==> src/rtl/seq_divider.sv <==
// Iterative restoring divider for RV32 DIV/DIVU/REM/REMU: one quotient bit per
// clock, fixed WIDTH+1 cycle latency from accepted start to the done pulse.
module seq_divider #(
  parameter int unsigned WIDTH = 32
) (
  input  logic             clk,
  input  logic             rst,
  input  logic             start,
  input  logic [1:0]       op,
  input  logic [WIDTH-1:0] dividend,
  input  logic [WIDTH-1:0] divisor,
  output logic             busy,
  output logic             done,
  output logic [WIDTH-1:0] result
);

  localparam int unsigned CW = (WIDTH > 1) ? $clog2(WIDTH) : 1;

  typedef enum logic [1:0] {IDLE, CALC, FIN} state_t;

  state_t           state_q, state_d;
  logic [1:0]       op_q, op_d;
  logic [WIDTH-1:0] quo_q, quo_d;
  logic [WIDTH-1:0] dvs_q, dvs_d;
  logic [WIDTH-1:0] rem_q, rem_d;
  logic [CW-1:0]    cnt_q, cnt_d;
  logic             qneg_q, qneg_d;
  logic             rneg_q, rneg_d;
  logic             dz_q, dz_d;
  logic             done_q, done_d;
  logic [WIDTH-1:0] result_q, result_d;

  logic [WIDTH:0]   shifted;
  logic [WIDTH:0]   trial;
  logic [WIDTH-1:0] sel;
  logic             signed_op;
  logic             dvd_neg;
  logic             dvs_neg;

  always_comb begin
    state_d   = state_q;
    op_d      = op_q;
    quo_d     = quo_q;
    dvs_d     = dvs_q;
    rem_d     = rem_q;
    cnt_d     = cnt_q;
    qneg_d    = qneg_q;
    rneg_d    = rneg_q;
    dz_d      = dz_q;
    done_d    = 1'b0;
    result_d  = result_q;
    signed_op = ~op[0];
    dvd_neg   = signed_op & dividend[WIDTH-1];
    dvs_neg   = signed_op & divisor[WIDTH-1];
    // Remainder stays below the divisor, so WIDTH+1 bits hold the shifted value
    // and the top bit of the trial difference is its sign.
    shifted   = {rem_q, quo_q[WIDTH-1]};
    trial     = shifted - {1'b0, dvs_q};
    sel       = op_q[1] ? rem_q : quo_q;

    unique case (state_q)
      IDLE: begin
        if (start) begin
          op_d    = op;
          quo_d   = dvd_neg ? ('0 - dividend) : dividend;
          dvs_d   = dvs_neg ? ('0 - divisor) : divisor;
          qneg_d  = signed_op & (dividend[WIDTH-1] ^ divisor[WIDTH-1]) & (|divisor);
          rneg_d  = dvd_neg;
          dz_d    = ~|divisor;
          rem_d   = '0;
          cnt_d   = CW'(WIDTH - 1);
          state_d = CALC;
        end
      end
      CALC: begin
        if (!trial[WIDTH]) begin
          rem_d = trial[WIDTH-1:0];
          quo_d = {quo_q[WIDTH-2:0], 1'b1};
        end else begin
          rem_d = shifted[WIDTH-1:0];
          quo_d = {quo_q[WIDTH-2:0], 1'b0};
        end
        cnt_d = cnt_q - 1'b1;
        if (cnt_q == '0) state_d = FIN;
      end
      FIN: begin
        // With a zero divisor the remainder path already yields the original
        // dividend after sign restore; only the quotient needs forcing.
        if (dz_q && !op_q[1]) begin
          result_d = '1;
        end else if (op_q[1] ? rneg_q : qneg_q) begin
          result_d = '0 - sel;
        end else begin
          result_d = sel;
        end
        done_d  = 1'b1;
        state_d = IDLE;
      end
      default: state_d = IDLE;
    endcase
  end

  always_ff @(posedge clk) begin
    if (rst) begin
      state_q  <= IDLE;
      op_q     <= '0;
      quo_q    <= '0;
      dvs_q    <= '0;
      rem_q    <= '0;
      cnt_q    <= '0;
      qneg_q   <= 1'b0;
      rneg_q   <= 1'b0;
      dz_q     <= 1'b0;
      done_q   <= 1'b0;
      result_q <= '0;
    end else begin
      state_q  <= state_d;
      op_q     <= op_d;
      quo_q    <= quo_d;
      dvs_q    <= dvs_d;
      rem_q    <= rem_d;
      cnt_q    <= cnt_d;
      qneg_q   <= qneg_d;
      rneg_q   <= rneg_d;
      dz_q     <= dz_d;
      done_q   <= done_d;
      result_q <= result_d;
    end
  end

  assign busy   = (state_q != IDLE);
  assign done   = done_q;
  assign result = result_q;

endmodule
==> config.mk <==
export PLATFORM = sky130hd
export DESIGN_NAME = seq_divider
export DESIGN_NICKNAME = d
export VERILOG_FILES = /design/src/rtl/seq_divider.sv
export SDC_FILE = /design/constraint.sdc
export NUM_CORES = 1
export LEC_CHECK = 0
export BUFFER_PORTS_ARGS = -buffer_cell sky130_fd_sc_hd__clkbuf_2
export CORE_MARGIN = 8
export CORE_UTILIZATION = 59
export CTS_CLUSTER_DIAMETER = 30
export DETAILED_ROUTE_END_ITERATION = 16
export HOLD_SLACK_MARGIN = 0.08
export PLACE_DENSITY = 0.85
export SYNTH_ARGS = -nofsm -noshare
export SYNTH_HDL_FRONTEND = slang
export SYNTH_SLANG_ARGS = --single-unit
==> constraint.sdc <==
create_clock -name clk -period 5.26 [get_ports clk]
set_input_delay 0.263 -clock clk [delete_from_list [all_inputs] [get_ports clk]]
set_output_delay 0.263 -clock clk [all_outputs]
set_load 0.005 [all_outputs]
==> flow_summary.ini <==
[outcome]
status = finished clean

[sta]
fin_crit_sh_pct = 71.4
slew_viol_final = 0
whs_ns = 0.151
hold_viol = 0
layout_setup_ws_ns = 1.51
maxSlewHeadroom_pct = 20.9
fmax_ghz = 0.266
clock_skew_ns = 0.00533
max_slew.worst_pin.slew_ns = 1.18
setup_tns_ns = 0
rsz0062_at_grt = false
post-route-min-period_ns = 3.75
setup_violations = 0

[finish]
area_delta_synth_final_pct = 11.8
num-fill-cells = 1361
diodes = 0
drive_gt1_share_pct = 14.0
fin_util_pct = 66.3
fin_nets = 1390

[floorplan]
die-area_um2 = 20700
initial_utilization_pct = 59.3
ios = 103
rows = 47
dieHeight_um = 144
core_area_um2 = 16300
die_x_um = 144

[logic_synthesis]
synth_flop_cell = dfxtp_1
synth_cell_types = 82
syn_nets = 1326
synth_top_cell_area_share_pct = 29.0
syn_inst = 1219
ys_ff_latch = 140
seq_area_frac_synth_pct = 29.0
synth_edf_count = 0
yosys-top-cells-area = dfxtp_1 (29%), a21oi_1 (5.6%), mux2i_1 (5.3%)
netlist_area_um2 = 9670
async_flop_share_pct = 0
yosys.area.top_type = dfxtp_1
yosysWarnings = 0
syn_avg_cell_area_um2 = 7.93

[setup_path]
reg2reg_from = quo_q[31]
crit_family = compound AO/OA/AOI/OAI gates
crit_type = register to register
critPathRequiredTime_ns = 5.52
path_cells = inv_1, ha_1, inv_1, fa_1, a21oi_1, o21a_1, o2bb2ai_1, a21o_2, o22ai_2, a41o_1, nor2_4, mux2i_1, o21ai_0
startpoint_type = register
crit_path_end_kind = register
cp_common_cell = inv_1
crit_arrival_ns = 4.02
cpMaxStageDelayCell = nor2_4
cpPeakStageDelay_ns = 0.90
path_max_fanout = 36
setup.worst_path.start = quo_q[31]
path_buf_inv = 2

[power_and_ir_drop]
powerDensity_nw_per_um2 = 440
p_seq_share_pct = 28.3
p_leak_nw = 4.40
combPwrFrac_pct = 47.5
pwr-share-clk_pct = 24.3
p_sw_mw = 1.91
swShare_pct = 40.1
irDropWorstVdd_mv = 0.361
intPower_mw = 2.85

[global_route]
antenna_found_initial = 0
grt_pass1_wl_mm = 43.0
use_met1_pct = 30.8
grt_use_total_pct = 25.8
grt_start_max_net_pins = 67
grt_pass1_vias = 8935
grt-busiest-layer = met2
grt_use_met3_pct = 5.05
grt_use_met2_pct = 43.1
overflow = 0

[flow_run]
cap_violations = 0

[placement]
io_buffers = 102
place_worst_setup_slack_ns = 1.58
dp_hpwl_mm = 18.9
routabilityCongestion = 0.971

[route]
via_per_inst = 6.17
post-route-drc-count = 0
ant_nets = 0
vias = 9353
wl_per_cell_um = 17.3
drt-initial-drc-count = 806
routed_wirelength_mm = 26.3
firstDrtPassIters = 5

[min_path]
worstHoldPathType = input pin to register
min_from = divisor[22]

[clock_tree]
htree_levels = 4
clkLatencyLatePin_ns = 0.43
clockBufferDepth = 2
cts-root-buf = clkbuf_16
path_clk_slew_ns = 0.06
numCtsBuffers = 17
cts_setup_buffers = 0
cts_tree = done
clock-sinks = 140
[power groups by stage]
stage               Combinational [mW]  Sequential, mW  Clock [mW]
finish                            2.26            1.34        1.16
CTS                               2.23            1.34        1.17
detailed placement                2.20            1.36           0
global placement                  2.16            1.36           0
floorplan                         1.91            1.30           0
global route                      2.49            1.36        1.21
[synth_stat cells (all sizes together) (10+ instances only)]
library cell,number
nand2,110
a21oi,109
a22oi,31
clkbuf,53
inv,48
mux2i,51
dfxtp,140
xor2,53
nor2,122
nand2b,18
buf,16
a211oi,55
or3,14
xnor2,52
nand3,11
a21o,17
o31ai,15
nor2b,15
and2,10
o21ai,81
and3,12
ha,37
nor3,29
[routing by layer]
metal / vias up / share of wire, %
met5: - / 0
met4: 0 / 4.2
met3: 89 / 5.6
met2: 358 / 48
met1: 4366 / 42
li1: 4540 / -
[sequential cells by signal (all words and copies together), names as in the netlist, 2 cells and up]
signal,flops
cnt_q,5
dvs_q,32
quo_q,32
rem_q,32
result,32
state_q,2
[tightest hold or removal path: cells and delay by family]
kind	cells	cell delay [ns]
AOI/OAI and AO/OA	2	0.16
buffers and inverters	1	0.10
[cell families (layout without fill, tap and decap cells)]
kind of cell / count (synthesis) / in the layout / share of synthesized area, %
AND/OR/NAND/NOR: 384 / 384 / 19.9
AO/OA/AOI/OAI: 382 / 382 / 25.9
flip-flops: 140 / 140 / 29.0
buffers and inverters: 117 / 194 / 5.27
XOR/XNOR: 105 / 105 / 9.51
multiplexers: 53 / 53 / 5.51
adder cells (fa/ha/maj): 38 / 38 / 5.00
[placed cells by master (no fill, tap or decap), types with 37 or more instances in the layout]
master	n
o21ai_0	56
xnor2_1	52
nand2_1	109
mux2i_1	51
nor2_1	120
xor2_1	53
a211oi_1	54
a21oi_1	108
clkbuf_2	101
inv_1	48
ha_1	37
dfxtp_1	139
[per-stage QoR]
step / power, mW / area, um^2 / std cells
floorplan: 3.21 / 9670 / 1219
global placement: 3.52 / 10200 / 1483
detailed placement: 3.56 / 10200 / 1483
CTS: 4.73 / 10800 / 1516
global route: 5.06 / 10800 / 1516
finish: 4.76 / 10800 / 1516
[final timing paths]
check / slack (ns) / endpoint / cells after the start
setup / recovery: 1.51 / rem_q[1] / 13
hold / removal: 0.15 / dvs_q[22] / 3
setup reg to reg: 1.51 / rem_q[1] / 13
hold reg to reg: 0.46 / dvs_q[15] / 2
[area by class of cell]
class / instances / area, um^2 / area share (%)
Tap cell: 220 / 275 / 2.55
Sequential cell: 140 / 2800 / 26.0
Multi-Input combinational cell: 962 / 6370 / 59.0
Inverter: 48 / 180 / 1.67
Clock buffer: 19 / 453 / 4.19
Timing Repair Buffer: 114 / 606 / 5.61
Clock inverter: 13 / 114 / 1.05
[what timing repair did]
item,CTS,global route
gates resized for setup,0,0
hold endpoints to repair,1,0
setup endpoints to repair,0,0
hold buffers,1,0
Note: power is estimated with default switching activity, not from simulation.
